<file path="config.mk">
export PLATFORM = sky130hd
export DESIGN_NAME = collision_rom_arbiter
export DESIGN_NICKNAME = d
export VERILOG_FILES = /design/src/rtl/collision_rom_arbiter.sv
export SDC_FILE = /design/constraint.sdc
export NUM_CORES = 1
export LEC_CHECK = 0
export BUFFER_PORTS_ARGS = -buffer_cell sky130_fd_sc_hd__clkbuf_2
export CAP_MARGIN = 30
export CORE_UTILIZATION = 41
export CTS_CLUSTER_SIZE = 20
export DETAILED_ROUTE_END_ITERATION = 12
export GPL_ROUTABILITY_DRIVEN = 0
export HOLD_SLACK_MARGIN = 0.1
export PLACE_DENSITY = 0.75
export SLEW_MARGIN = 30
export SYNTH_ARGS = -nofsm -noshare
export SYNTH_HDL_FRONTEND = slang
export SYNTH_SLANG_ARGS = --single-unit
</file>
<file path="constraint.sdc">
create_clock -name clk_100mhz -period 2.1 [get_ports clk_100mhz]
set_input_delay 0.315 -clock clk_100mhz [delete_from_list [all_inputs] [get_ports clk_100mhz]]
set_output_delay 0.315 -clock clk_100mhz [all_outputs]
set_load 0.02 [all_outputs]
</file>
<file path="src/rtl/collision_rom_arbiter.sv">
// collision_rom_arbiter
//   Shares one collision ROM among five agents (pacman plus four ghosts).
//   A winning request is latched. The ROM row for {map_num, y} is then read,
//   and the agent gets a 4-bit move nibble taken from the row at 4*x.
//
//   Arbitration mode:
//     COLLISION_ARB_ROUND_ROBIN_EN defined   -> round-robin. The search starts
//                                               at the agent after the last winner.
//     COLLISION_ARB_ROUND_ROBIN_EN undefined -> fixed priority. Agent 0 is the
//                                               highest priority.
//
//   Ports
//     clk_100mhz   in   1  system clock, rising edge
//     rst          in   1  asynchronous active-high reset
//     map_num      in   2  current map select
//     req          in   5  level request per agent, held until ack
//     req_x        in  30  packed x, 6 bits per agent (bit 5 unused)
//     req_y        in  25  packed y, 5 bits per agent
//     rom_dout     in  76  collision ROM row, ROM_LATENCY cycles after rom_addr
//     ack          out  5  one-hot completion pulse, high only in RESP
//     valid_moves  out  4  move nibble, valid in the ack cycle, held afterwards
//     rom_addr     out  7  registered ROM address {map_num, y}
//     busy         out  1  high whenever the FSM is not IDLE
//     dbg_state    out  2  current FSM state, for observation
//
//   Handshake: an agent holds req high until it sees its ack bit. It must
//   drop req in the cycle after ack. If req is still high once the FSM is
//   back in IDLE, it counts as a new request.
module collision_rom_arbiter #(
    parameter int ROM_LATENCY = 1   // legal 1..3
) (
    input  logic        clk_100mhz,
    input  logic        rst,
    input  logic [1:0]  map_num,
    input  logic [4:0]  req,
    input  logic [29:0] req_x,
    input  logic [24:0] req_y,
    input  logic [75:0] rom_dout,
    output logic [4:0]  ack,
    output logic [3:0]  valid_moves,
    output logic [6:0]  rom_addr,
    output logic        busy,
    output logic [1:0]  dbg_state
);

    typedef enum logic [1:0] {
        S_IDLE = 2'd0,
        S_READ = 2'd1,
        S_WAIT = 2'd2,
        S_RESP = 2'd3
    } state_t;

    localparam logic [1:0] CNT_LOAD = 2'(ROM_LATENCY - 1);

    state_t     state_q, state_d;
    logic [2:0] win_q, win_d;
    logic [4:0] x_q, x_d;
    logic [6:0] addr_lat_q, addr_lat_d;
    logic [6:0] rom_addr_q, rom_addr_d;
    logic [1:0] cnt_q, cnt_d;
    logic [3:0] vm_q, vm_d;

    logic [2:0] grant_idx;
    logic [4:0] x_arr [5];
    logic [4:0] y_arr [5];
    logic [3:0] row_nib;
    logic [3:0] nibble;
    logic       x_bit5_unused;

    // Unpack per-agent coordinates. The top x bit is never used.
    always_comb begin
        for (int i = 0; i < 5; i++) begin
            x_arr[i] = req_x[6*i +: 5];
            y_arr[i] = req_y[5*i +: 5];
        end
    end
    assign x_bit5_unused = ^{req_x[29], req_x[23], req_x[17], req_x[11], req_x[5]};

`ifdef COLLISION_ARB_ROUND_ROBIN_EN
    logic [2:0] ptr_q, ptr_d;

    // Take the first requester found when searching upward from ptr_q,
    // wrapping from 4 back to 0.
    always_comb begin
        logic [3:0] sum;
        logic       found;
        grant_idx = 3'd0;
        found     = 1'b0;
        sum       = 4'd0;
        for (int k = 0; k < 5; k++) begin
            sum = {1'b0, ptr_q} + 4'(k);
            if (sum >= 4'd5) sum = sum - 4'd5;
            if (!found && req[sum[2:0]]) begin
                grant_idx = sum[2:0];
                found     = 1'b1;
            end
        end
    end

    always_ff @(posedge clk_100mhz or posedge rst) begin
        if (rst) ptr_q <= 3'd0;
        else     ptr_q <= ptr_d;
    end
`else
    // Fixed priority: the lowest requesting index wins.
    always_comb begin
        grant_idx = 3'd0;
        for (int k = 4; k >= 0; k--) begin
            if (req[k]) grant_idx = 3'(k);
        end
    end
`endif

    // Move nibble. The row is shifted down to the base bit 4*x.
    // A base past bit 75 (x > 18) gives no moves.
    assign row_nib = 4'(rom_dout >> {x_q, 2'b00});
    assign nibble  = (x_q > 5'd18) ? 4'b0000
                                   : {row_nib[3], row_nib[2], row_nib[0], row_nib[1]};

    always_comb begin
        state_d    = state_q;
        win_d      = win_q;
        x_d        = x_q;
        addr_lat_d = addr_lat_q;
        rom_addr_d = rom_addr_q;
        cnt_d      = cnt_q;
        vm_d       = vm_q;
`ifdef COLLISION_ARB_ROUND_ROBIN_EN
        ptr_d      = ptr_q;
`endif
        case (state_q)
            S_IDLE: begin
                if (|req) begin
                    // Coordinates and map are frozen here for the whole transaction.
                    win_d      = grant_idx;
                    x_d        = x_arr[grant_idx];
                    addr_lat_d = {map_num, y_arr[grant_idx]};
`ifdef COLLISION_ARB_ROUND_ROBIN_EN
                    ptr_d      = (grant_idx == 3'd4) ? 3'd0 : grant_idx + 3'd1;
`endif
                    state_d    = S_READ;
                end
            end
            S_READ: begin
                rom_addr_d = addr_lat_q;
                cnt_d      = CNT_LOAD;
                state_d    = S_WAIT;
            end
            S_WAIT: begin
                if (cnt_q == 2'd0) state_d = S_RESP;
                else               cnt_d   = cnt_q - 2'd1;
            end
            S_RESP: begin
                vm_d    = nibble;
                state_d = S_IDLE;
            end
            default: state_d = S_IDLE;
        endcase
    end

    always_ff @(posedge clk_100mhz or posedge rst) begin
        if (rst) begin
            state_q    <= S_IDLE;
            win_q      <= 3'd0;
            x_q        <= 5'd0;
            addr_lat_q <= 7'd0;
            rom_addr_q <= 7'd0;
            cnt_q      <= 2'd0;
            vm_q       <= 4'd0;
        end else begin
            state_q    <= state_d;
            win_q      <= win_d;
            x_q        <= x_d;
            addr_lat_q <= addr_lat_d;
            rom_addr_q <= rom_addr_d;
            cnt_q      <= cnt_d;
            vm_q       <= vm_d;
        end
    end

    // In RESP, ack and valid_moves are decoded from registered state and the
    // ROM data that arrives in that cycle. After RESP, the nibble held in vm_q
    // keeps driving valid_moves.
    assign ack         = (state_q == S_RESP) ? (5'b00001 << win_q) : 5'b00000;
    assign valid_moves = (state_q == S_RESP) ? nibble : vm_q;
    assign rom_addr    = rom_addr_q;
    assign busy        = (state_q != S_IDLE);
    assign dbg_state   = state_q;

endmodule

</file>
Word-level counts from Yosys, hierarchy flattened
Index checks and enable logic that the tools add are counted.
{"block": "totals", "ff_bits": 30, "inputBits": 140, "out_inout_bits": 19}
{"block": "classes", "n_lt_le_gt_ge": 2, "mux": 19, "n_shift": 2, "n_reduce_logical": 8, "add_sub_neg": 1, "n_eq_ne": 6, "bitwise": 1}
{"op": "$shr 76x7->4", "count": 1}
{"op": "$bmux 5 s3", "count": 2}
{"op": "$mux 5", "count": 5}
{"op": "$mux 3", "count": 5}
{"op": "$mux 4", "count": 2}
{"op": "$pmux 2 s4", "count": 1}
{"op": "$mux 2", "count": 3}
{"op": "$ne 2x2->1 const B", "count": 3}
{"op": "$reduce_and 2->1", "count": 3}
{"op": "$gt 5x5->1 const B", "count": 1}
{"op": "$reduce_or 5->1", "count": 1}
{"op": "$shl 1x3->5 const A", "count": 1}
{"op": "$eq 2x2->1 const B", "count": 2}
{"op": "$ge 4x4->1 const B", "count": 1}
{"op": "$logic_not 2->1", "count": 2}
{"op": "$not 3->4", "count": 1}
{"op": "$pmux 2 s2", "count": 1}
{"op": "$reduce_bool 2->1", "count": 2}
{"op": "$eq 2x1->1 const B", "count": 1}
{"op": "$sub 2x1->2 const B", "count": 1}

Depth between registers and ports, before layout
Gate-level depths: netlist (run 1).
{"block": "logic_depth", "depth_word": 9, "ltp_mapped": 7, "ltp_nobuf": 6}

Worst setup path after synthesis (run 1)
Ideal clock, no wire load.
{"block": "synth_path", "path_kind": "reg2out", "start": "reg state_q[1] (netlist: dbg_state[1])", "end": "out valid_moves[0]", "path_stages_with_launch": 4, "setup_slack_ns": 0.157, "required_time_ns": 1.785, "arrival_time_ns": 1.628, "path_cell_list": "dfrtp_1 ha_1 nand2b_1 o311ai_1"}
{"block": "synth_via", "elab_chain_len": 2}
{"item": "start, declared", "line": "55", "text": "state_t state_q, state_d;"}
{"item": "start signal, assigned", "line": "171", "text": "state_q <= state_d;"}
{"item": "$eq 2x2->1", "line": "185", "text": "assign valid_moves = (state_q == S_RESP) ? nibble : vm_q;"}
{"item": "$mux 4"}
{"item": "end, declared", "line": "40", "text": "output logic [3:0] valid_moves,"}
No other way between the ends.

Worst setup path after layout (run 1)
{"block": "layout_path", "start": "reg x_q[0]", "end": "out valid_moves[2]"}
{"block": "layout_via", "elab_chain_len": 3}
{"item": "start, declared", "line": "57", "text": "logic [4:0] x_q, x_d;"}
{"item": "start signal, assigned", "line": "165", "text": "x_q <= 5'd0;"}
{"item": "start signal, assigned", "line": "173", "text": "x_q <= x_d;"}
{"item": "$shr 76x7->4 / $gt 5x5->1 (equally long branches)", "line": "116, 117"}
{"item": "$mux 4 (*)", "line": "117", "text": "assign nibble = (x_q > 5'd18) ? 4'b0000"}
{"item": "$mux 4 (*)"}
Every way passes the cells marked *; elsewhere a longest branch is shown, timed or not.

==> results of run 1 <==
==> area by class of cell <==
class | count | area, um^2
Fill cell | 509 | 2050
Multi-Input combinational cell | 186 | 1600
Timing Repair Buffer | 166 | 926
Sequential cell | 30 | 753
Tap cell | 72 | 90.1
Clock buffer | 6 | 82.6
Clock inverter | 2 | 60.1
Inverter | 12 | 45.0
==> routing by layer <==
layer | vias up | share of wire [%] | global-route usage [%]
li1 | 1246 | - | -
met1 | 1144 | 43 | 27.3
met2 | 107 | 49 | 35.5
met3 | 16 | 6.0 | 4.71
met4 | 0 | 1.7 | 6.36
met5 | - | 0 | 0
==> state kept, by name, summed over array words and instances (netlist names) <==
| name | cells |
|---|---|
| win_q | 3 |
| addr_lat_q | 7 |
| rom_addr | 7 |
| x_q | 5 |
| cnt_q | 2 |
| vm_q | 4 |
| dbg_state | 2 |
==> synth_stat cells, types with 3 or more instances <==
cell / number / share of area [%]
dfrtp_1: 30 / 31
nand2_1: 17 / 2.6
mux2i_1: 16 / 6.6
a21oi_1: 15 / 3.1
o2bb2ai_1: 14 / 5.0
nor2_1: 13 / 2.0
mux4_2: 12 / 11
nand2b_1: 12 / 3.1
inv_1: 11 / 1.7
a22o_1: 10 / 3.6
a31oi_1: 10 / 2.6
o22ai_1: 10 / 2.6
mux2_2: 7 / 3.2
nor2b_1: 7 / 1.8
buf_2: 6 / 1.2
ha_1: 6 / 3.1
o21ai_1: 5 / 1.0
a221oi_1: 4 / 1.4
buf_4: 4 / 1.2
clkbuf_1: 4 / 0.62
o21ai_0: 4 / 0.82
o311ai_1: 4 / 1.4
and3_1: 3 / 0.77
buf_6: 3 / 1.4
mux2_1: 3 / 1.4
==> worst register-to-register path, stage by stage, from the launching register on <==
cell     delay (ps)
dfrtp_1         390
buf_4           150
inv_1           100
ha_1            210
inv_1           110
a21oi_4         300
buf_4           250
nor2_1           50
a31oi_1         140
==> power by group through the flow <==
stage | Combinational (W) | Sequential (W) | Clock [W]
2_1_floorplan | 0.00151 | 0.00108 | 0
3_3_place_gp | 0.00212 | 0.00104 | 0
3_5_place_dp | 0.00216 | 0.00105 | 0
4_1_cts | 0.00221 | 0.00104 | 0.000730
5_1_grt | 0.00260 | 0.00107 | 0.000762
6_report | 0.00240 | 0.00104 | 0.000719
==> worst paths after layout <==
check,start,end,slack [ps],depth (start not counted)
max reg2reg,dbg_state[0]$_DFFE_PP0P_,x_q[4]$_DFFE_PP0P_,310,8
min,map_num[1],addr_lat_q[6]$_DFFE_PP0P_,260,2
max,x_q[0]$_DFFE_PP0P_,valid_moves[2],-110,5
min reg2reg,addr_lat_q[5]$_DFFE_PP0P_,addr_lat_q[5]$_DFFE_PP0P_,480,1
max in group asynchronous,rst,x_q[1]$_DFFE_PP0P_,1160,4
min in group asynchronous,rst,vm_q[2]$_DFF_PP0_,640,4
==> what timing repair did <==
item | in CTS | in global routing
hold endpoints to repair | 24 | 0
setup endpoints to repair | 4 | 5
resized for setup | 5 | 16
cloned | 0 | 1
buffers inserted | 0 | 1
hold buffers | 1 | 0
==> cell families after synthesis <==
family,synth area share [%]
buffers and inverters,6.32
flip-flops,30.8
adder cells (fa/ha/maj),3.08
AND/OR/NAND/NOR,12.6
AO/OA/AOI/OAI,24.2
multiplexers,22.9
==> per-stage QoR <==
stage                     area [um^2]  util [%]  hold slack, ps
after detailed placement         3280      58.5             393
after CTS                        3450      61.5             253
after floorplan                  2440         -             406
final                            3560      63.5             257
after global routing             3560      63.5             244
after global placement           3280      58.5             394
==> run_results.csv, run 1 <==
group,metric,value,unit
outcome,outcome,"complete, but fails checks",
outcome,violations,"negative setup slack",
clock_tree,h-tree-depth,2,
yosys,synth_edf_count,0,
detailed_routing,wl,6740,um
power_and_ir_drop,ir_drop,0.000544,V
power_and_ir_drop,leakagePower,1.75,nW
detailed_routing,via_per_inst,5.30,
floorplanning,io_pins,159,
finish,drive_above_1_share,53.0,%
floorplanning,initial_utilization,43.4,%
power_and_ir_drop,p_int,0.00255,W
setup_path,critPathBufInv,2,
setup_path,cp.required,1780,ps
placement,pre_cts_ws,21.6,ps
clock_tree,clk_latency,280,ps
yosys,synthCells,245,
yosys,synth_seq_area_share,30.8,%
yosys,ys_warn_count,0,
sta,setup_viol,4,
setup_path,cp_top_family,"multiplexers",
setup_path,cp.arrival,1890,ps
global_route,grt_usage,21.2,%
finish,layout_common_cells,"149 x clkbuf_2, 28 x dfrtp_1, 17 x nand2_1, 15 x a21oi_1, 14 x o2bb2ai_1",
sta,fin_skew,4.70,ps
setup_path,end_kind,"primary output",
finish,syn_to_final_growth,46.1,%
placement,io_buffer_count,153,
sta,finalMaxSlewViolations,0,
sta,layout_setup_ws,-106,ps
placement,place_hpwl,5470,um
power_and_ir_drop,p_clk_share,17.3,%
global_route,grt_pass1_vias,2329,
floorplanning,die_area,0.00625,mm^2
sta,rsz0062_at_grt,"true",
yosys,ys_seq_elements,30,
sta,clock.fmax,453,MHz
sta,tightest_slew,719,ps
floorplanning,die_h,79.1,um
detailed_routing,num_vias,2513,
detailed_routing,ant_nets,0,
detailed_routing,wl_per_cell,14.2,um
setup_path,cp-start-kind,"flop",
sta,min_period,2210,ps
flow_run,maxCapViolCount,0,
power_and_ir_drop,p_total,0.00416,W
yosys,async_reset_ff_share,100,%
sta,setup-tns-final,-371,ps
detailed_routing,drc_errors,0,
setup_path,crit_fanout,10,
detailed_routing,drt_iter0_drc,74,
yosys,synth_area_per_cell,9.94,um^2
clock_tree,max-clock-path-buffers,2,
power_and_ir_drop,p_switching,0.00161,W
power_and_ir_drop,p_per_area,1170,mW/mm^2
power_and_ir_drop,p_seq_share,25.0,%
floorplanning,die_width,79.1,um
yosys,ys.flop_type,"dfrtp_1",
setup_path,slowest_stage,"mux4_2",
global_route,grt_pass1_wl,10400,um
floorplanning,rows,27,
clock_tree,tritoncts,"yes",
placement,dp_cells,463,
global_route,antenna_found_initial,0,
finish,antenna_cells,0,
setup_path,path_cells,"buf_12 -> mux4_2 -> mux2i_2 -> o311ai_2 -> buf_4",
clock_tree,cts-root-buf,"clkbuf_8",
sta,fin_crit_sh,105,%
min_path,hold_class,"in2reg",
yosys,synth.distinct_cells,40,
detailed_routing,drt_first_pass_iters,4,
sta,finalHoldViolCount,0,
floorplanning,core_area,0.00561,mm^2
power_and_ir_drop,p_sw_share,38.7,%
power_and_ir_drop,comb_power_share,57.7,%
yosys,synth_area,0.00244,mm^2
yosys,syn-num-nets,391,
clock_tree,numCtsBuffers,5,
setup_path,cpPeakStageDelay,540,ps
clock_tree,cts_sinks,30,
clock_tree,clk_pin_slew,60,ps
finish,fin_cells,474,
global_route,grt_max_degree,31,
finish,final_common_cell,"clkbuf_2",
setup_path,worstSetupPathType,"reg2out",
finish,nets,547,
global_route,overflow,0,
sta,relSlewSlack,51.9,%
Power figures use the tool's default switching activity.
==> run 2, diff against run 1 <==
--- a/config.mk
+++ b/config.mk
@@ -5,14 +5,16 @@
 export SDC_FILE = /design/constraint.sdc
 export NUM_CORES = 1
 export LEC_CHECK = 0
+export ABC_AREA = 1
 export BUFFER_PORTS_ARGS = -buffer_cell sky130_fd_sc_hd__clkbuf_2
 export CAP_MARGIN = 30
+export CORE_MARGIN = 5
 export CORE_UTILIZATION = 41
 export CTS_CLUSTER_SIZE = 20
 export DETAILED_ROUTE_END_ITERATION = 12
 export GPL_ROUTABILITY_DRIVEN = 0
 export HOLD_SLACK_MARGIN = 0.1
-export PLACE_DENSITY = 0.75
+export PLACE_DENSITY = 0.73
 export SLEW_MARGIN = 30
 export SYNTH_ARGS = -nofsm -noshare
 export SYNTH_HDL_FRONTEND = slang
==> run 2 against run 1 <==
Effect of this change:
- the run still ends with negative setup slack left
- count of clock-buffer cells in the layout did not move
- die area grew 34%
- synthesized area grew 12%
- hold slack got worse by 12 ps
- register-to-register slack better by 110 ps
- combinational power is 25% higher
- power up 11%
- cell count grew 50%
- first-iteration DRC count rose by 11%
- clock power down 18%
==> run_results.csv, run 2 <==
group,metric,value,unit
sta,layout_setup_ws,-73.7,ps
power_and_ir_drop,p_total,0.00462,W
sta,min_period,2170,ps
setup_path,crit_fanout,9,
detailed_routing,drt_iter0_drc,82,
setup_path,cpMostUsedCell,"nand2_1",
detailed_routing,num_vias,3433,
global_route,grt_max_degree,38,
detailed_routing,ant_nets,0,
yosys,synth_area_leaders,"dfrtp_1 28%, nand2_1 26%, inv_1 9.6%",
flow_run,maxCapViolCount,0,
yosys,synth.distinct_cells,24,
sta,clock.fmax,460,MHz
yosys,synth_top_area_share,27.6,%
floorplanning,die_width,91.5,um
outcome,violations,"negative setup slack",
sta,finalMaxSlewViolations,0,
sta,relSlewSlack,41.6,%
floorplanning,die_area,0.00837,mm^2
clock_tree,cts-root-buf,"clkbuf_8",
sta,fin_crit_sh,104,%
power_and_ir_drop,leakagePower,2.40,nW
setup_path,end_kind,"primary output",
yosys,ys.flop_type,"dfrtp_1",
sta,finalHoldViolCount,0,
global_route,grt_pass1_vias,3445,
finish,fin_cells,709,
clock_tree,max-clock-path-buffers,2,
finish,antenna_cells,0,
setup_path,path_cells,"inv_4 -> buf_6 -> buf_12 -> buf_16 -> nand2_1 -> nand3_1 -> nand3_1 -> nand3_1 -> nand2_1 -> nand2_1 -> nand2_1 -> nand2_1 -> nand2_2 -> buf_8",
finish,finish.utilization,60.5,%
yosys,synth_edf_count,0,
outcome,outcome,"complete, but fails checks",
detailed_routing,drt_first_pass_iters,4,
min_path,hold_class,"in2reg",
placement,place_area,0.00351,mm^2
power_and_ir_drop,ir_drop,0.000805,V
finish,finish.instance_area,0.00388,mm^2
placement,dp_cells,692,
clock_tree,clk_pin_slew,60,ps
yosys,synthCells,475,
global_route,grt_pass1_wl,14500,um
yosys,syn-num-nets,621,
yosys,synth_area_per_cell,5.73,um^2
finish,layout_common_cells,"177 x nand2_1, 149 x clkbuf_2, 70 x inv_1, 42 x a21oi_1, 36 x nor2_1",
yosys,yosysMostFrequentCell,"nand2_1",
finish,final_common_cell,"nand2_1",
floorplanning,core_area,0.00642,mm^2
yosys,synth_seq_area_share,27.6,%
placement,io_buffer_count,153,
setup_path,cp.required,1780,ps
clock_tree,cts_sinks,30,
sta,rsz0062_at_grt,"true",
clock_tree,clk_latency,280,ps
floorplanning,initial_utilization,42.4,%
setup_path,cp.arrival,1860,ps
placement,place_hpwl,6710,um
yosys,async_reset_ff_share,100,%
clock_tree,numCtsBuffers,5,
sta,setup_viol,4,
finish,syn_to_final_growth,42.6,%
setup_path,cp-start-kind,"flop",
yosys,ys_warn_count,0,
sta,setup-tns-final,-213,ps
yosys,synth_area,0.00272,mm^2
finish,nets,778,
setup_path,worstSetupPathType,"reg2out",
global_route,grt_usage,20.6,%
clock_tree,h-tree-depth,2,
finish,drive_above_1_share,31.8,%
yosys,yosysTopAreaCell,"dfrtp_1",
setup_path,cp_top_family,"buffers and inverters",
setup_path,slowest_stage,"dfrtp_2",
clock_tree,tritoncts,"yes",
global_route,overflow,0,
detailed_routing,drc_errors,0,
setup_path,cpPeakStageDelay,440,ps
setup_path,critPathBufInv,5,
global_route,antenna_found_initial,0,
yosys,netlist_top_cells_count,"186 x nand2_1, 70 x inv_1, 42 x a21oi_1",
yosys,ys_seq_elements,30,
floorplanning,die_h,91.5,um
sta,tightest_slew,871,ps
floorplanning,io_pins,159,
detailed_routing,wl_per_cell,12.4,um
power_and_ir_drop,p_per_area,1190,mW/mm^2
detailed_routing,via_per_inst,4.84,
floorplanning,rows,29,
detailed_routing,wl,8820,um
sta,fin_skew,5.52,ps
[run 2: changes by cell type in the layout (fill, tap and decap cells not counted), moves of 14 or more]
cell / change
a21oi_1: +27
inv_1: +59
nand2_1: +160
nand3_1: +29
nor2_1: +23
o21ai_0: +18
o2bb2ai_1: -14
[run 2: what timing repair did]
action,CTS,global route
pin swaps,3,18
resized for setup,22,13
endpoints found under the hold margin,30,0
buffers inserted,4,2
setup endpoints to repair,4,5
hold buffers,1,0
cloned,3,1
[run 2: cell families after synthesis]
group	count (synthesis)	synth area share [%]
AND/OR/NAND/NOR	266	39.2
adder cells (fa/ha/maj)	6	2.76
AO/OA/AOI/OAI	78	14.4
buffers and inverters	95	16.1
flip-flops	30	27.6
[run 2: final timing paths]
path | from | to | slack (ps) | cells after the start
worst max register to register | x_q[0]$_DFFE_PP0P_ | vm_q[1]$_DFF_PP0_ | 420 | 14
worst min-delay path | map_num[1] | addr_lat_q[6]$_DFFE_PP0P_ | 250 | 3
worst max-delay path | x_q[0]$_DFFE_PP0P_ | valid_moves[1] | -70 | 14
max in group asynchronous | rst | x_q[0]$_DFFE_PP0P_ | 1150 | 4
worst min register to register | addr_lat_q[2]$_DFFE_PP0P_ | rom_addr[2]$_DFFE_PP0P_ | 480 | 2
min in group asynchronous | rst | vm_q[0]$_DFF_PP0_ | 640 | 4
[run 2: metrics by stage]
step / worst slack (ps) / hold WS (ps)
5_1_grt: -227 / 265
2_1_floorplan: 225 / 406
3_5_place_dp: 74.5 / 392
6_report: -73.7 / 246
3_3_place_gp: 69.0 / 387
4_1_cts: -67.1 / 245
[run 2: final cells by class]
type,count,area (um^2)
Clock inverter,1,30.0
Multi-Input combinational cell,350,1580
Inverter,73,277
Timing Repair Buffer,172,1070
Clock buffer,6,82.6
Tap cell,77,96.3
Fill cell,658,2540
Sequential cell,30,753
[run 2: routing by layer]
| metal | share of wire [%] | global-route usage [%] | vias up |
|---|---|---|---|
| met4 | 0.32 | 2.39 | 0 |
| met1 | 41 | 23.5 | 1527 |
| met2 | 50 | 39.8 | 124 |
| met3 | 8.7 | 4.63 | 4 |
| met5 | 0 | 0 | - |
| li1 | - | - | 1778 |
[run 2: where the power goes]
part / switching (W) / internal (W)
registers: 0.000207 / 0.000828
clock network: 0.000213 / 0.000379
logic: 0.00172 / 0.00128
[run 2: worst reg2reg max path, delay by kind of cell (launching register included)]
family | cells | cell delay (ps)
simple gates | 9 | 550
flops | 1 | 440
buf+inv | 5 | 590
==> run 3, diff against run 2 <==
--- a/config.mk
+++ b/config.mk
@@ -9,12 +9,13 @@
 export BUFFER_PORTS_ARGS = -buffer_cell sky130_fd_sc_hd__clkbuf_2
 export CAP_MARGIN = 30
 export CORE_MARGIN = 5
-export CORE_UTILIZATION = 41
+export CORE_UTILIZATION = 45
 export CTS_CLUSTER_SIZE = 20
 export DETAILED_ROUTE_END_ITERATION = 12
 export GPL_ROUTABILITY_DRIVEN = 0
 export HOLD_SLACK_MARGIN = 0.1
-export PLACE_DENSITY = 0.73
+export PLACE_DENSITY = 0.79
+export REMOVE_ABC_BUFFERS = 1
 export SLEW_MARGIN = 30
 export SYNTH_ARGS = -nofsm -noshare
 export SYNTH_HDL_FRONTEND = slang
==> run 3 against run 2 <==
Effect of this change:
- the flow still finishes with violations (negative setup slack)
- maximum frequency fell by 1.7%
- routed wire length down 2.1%
- clock power fell by 18%
- design area increased by 0.29%
- combinational power up 3%
- first-iteration DRC count is 30% higher
- power down 1.2%
- largest cell class unchanged
- largest power group unchanged
==> run_results.csv, run 3 (synthesis gave the netlist of run 2 again) <==
group,metric,value,unit
setup_path,cp-start-kind,"flop",
min_path,hold_class,"in2reg",
finish,regArea,751,um^2
clock_tree,cts-root-buf,"clkbuf_8",
power_and_ir_drop,comb_power_share,67.3,%
clock_tree,tritoncts,"yes",
setup_path,slowest_stage,"dfrtp_1",
global_route,antenna_found_initial,0,
setup_path,path_cells,"inv_4 -> buf_12 -> buf_16 -> nand2_2 -> nand3_2 -> nand2_1 -> nand2_1 -> nand2_1 -> inv_1 -> nand2_1 -> nand2_1 -> nand2_1 -> nand2_1 -> nand2_2 -> buf_8",
sta,setup-tns-final,-261,ps
finish,layout_common_cells,"173 x nand2_1, 149 x clkbuf_2, 70 x inv_1, 42 x a21oi_1, 36 x nor2_1",
finish,multi_input_area,0.00160,mm^2
power_and_ir_drop,p_per_area,1170,mW/mm^2
sta,rsz0062_at_grt,"true",
global_route,grt_usage,21.7,%
power_and_ir_drop,p_clk_share,10.6,%
power_and_ir_drop,ir_drop,0.000674,V
power_and_ir_drop,p_int,0.00238,W
outcome,outcome,"complete, but fails checks",
global_route,grt_pass1_vias,3206,
global_route,grt_pass1_wl,13600,um
placement,place_hpwl,6520,um
global_route,overflow,0,
power_and_ir_drop,p_sw_share,47.9,%
floorplanning,io_pins,159,
detailed_routing,num_vias,3409,
setup_path,cp.arrival,1900,ps
detailed_routing,drt_first_pass_iters,4,
power_and_ir_drop,leakagePower,2.41,nW
clock_tree,h-tree-depth,2,
global_route,grt_max_degree,42,
sta,finalHoldViolCount,0,
floorplanning,rows,28,
placement,dp_cells,693,
detailed_routing,drc_errors,0,
finish,nets,780,
sta,finalMaxSlewViolations,0,
clock_tree,max-clock-path-buffers,2,
setup_path,cpMostUsedCell,"nand2_1",
placement,place_area,0.00353,mm^2
sta,layout_setup_ws,-112,ps
setup_path,end_kind,"primary output",
sta,relSlewSlack,70.8,%
finish,syn_to_final_growth,43.0,%
finish,fin_cells,710,
floorplanning,initial_utilization,46.0,%
floorplanning,die_width,87.8,um
clock_tree,clk_latency,280,ps
sta,fin_crit_sh,105,%
finish,antenna_cells,0,
power_and_ir_drop,p_switching,0.00218,W
clock_tree,numCtsBuffers,5,
detailed_routing,ant_nets,0,
clock_tree,cts_sinks,30,
clock_tree,clk_pin_slew,70,ps
detailed_routing,wl_per_cell,12.2,um
flow_run,maxCapViolCount,0,
placement,io_buffer_count,153,
finish,final_common_cell,"nand2_1",
finish,drive_above_1_share,32.9,%
power_and_ir_drop,p_seq_share,22.1,%
setup_path,cpPeakStageDelay,430,ps
sta,setup_viol,4,
outcome,violations,"negative setup slack",
sta,clock.fmax,452,MHz
finish,fillers,591,
sta,tightest_slew,434,ps
detailed_routing,wl,8640,um
floorplanning,die_h,87.8,um
floorplanning,die_area,0.00771,mm^2
floorplanning,core_area,0.00592,mm^2
finish,finish.instance_area,0.00389,mm^2
sta,min_period,2210,ps
detailed_routing,drt_iter0_drc,107,
placement,pre_cts_ws,213,ps
sta,fin_skew,8.48,ps
setup_path,crit_fanout,5,
detailed_routing,via_per_inst,4.80,
setup_path,worstSetupPathType,"reg2out",
setup_path,cp.required,1780,ps
sta,worst_hold_slack,225,ps
## run 3: layout make-up
cell class / instances / share of cell area (%)
clock buffers: 6 / 2.12
clock inverters: 2 / 0.321
inverters: 73 / 7.10
multi-input cells: 350 / 41.1
flip-flops and latches: 30 / 19.3
well taps: 75 / 2.41
repair buffers: 174 / 27.7
## run 3: what timing repair did
action                                  CTS  global route
hold buffers                              1             0
endpoints found under the hold margin    30             0
endpoints found under the setup margin    4             5
pin swaps                                 9            15
cloned                                    2             2
buffers inserted                          3             1
gates resized for setup                  15            21
## run 3: final timing paths
path	start	to	slack (ps)	depth (start not counted)
worst min register to register	addr_lat_q[0]$_DFFE_PP0P_	rom_addr[0]$_DFFE_PP0P_	470	2
worst min-delay path	map_num[1]	addr_lat_q[6]$_DFFE_PP0P_	230	3
max in group asynchronous	rst	vm_q[2]$_DFF_PP0_	1160	4
min in group asynchronous	rst	vm_q[0]$_DFF_PP0_	660	4
worst max register to register	x_q[0]$_DFFE_PP0P_	vm_q[2]$_DFF_PP0_	430	15
worst max-delay path	x_q[0]$_DFFE_PP0P_	valid_moves[3]	-110	15
## run 3: metal layers
layer | vias to the layer above | routed length [um] | GRT usage, %
met5 | - | 0 | 0
li1 | 1782 | - | -
met3 | 21 | 758 | 4.89
met4 | 0 | 231 | 8.51
met2 | 130 | 4160 | 37.5
met1 | 1476 | 3490 | 26.0
## run 3: power groups by stage
stage | registers (W) | logic, W | clock network (W)
2_1_floorplan | 0.00118 | 0.00147 | 0
3_3_place_gp | 0.00100 | 0.00248 | 0
3_5_place_dp | 0.00101 | 0.00254 | 0
4_1_cts | 0.00101 | 0.00284 | 0.000493
5_1_grt | 0.00105 | 0.00345 | 0.000517
6_report | 0.00101 | 0.00307 | 0.000484
## run 3: metrics by stage
step / total power [W] / utilization (%)
6_report: 0.00456 / 65.8
5_1_grt: 0.00501 / 65.8
4_1_cts: 0.00434 / 63.8
3_5_place_dp: 0.00355 / 59.7
3_3_place_gp: 0.00349 / 59.7
2_1_floorplan: 0.00264 / -
## run 3: critical path, delay by kind of cell (launching register included)
| kind | cells | cell delay, ps |
|---|---|---|
| flip-flops | 1 | 430 |
| AND/OR/NAND/NOR | 10 | 650 |
| buffers and inverters | 5 | 550 |
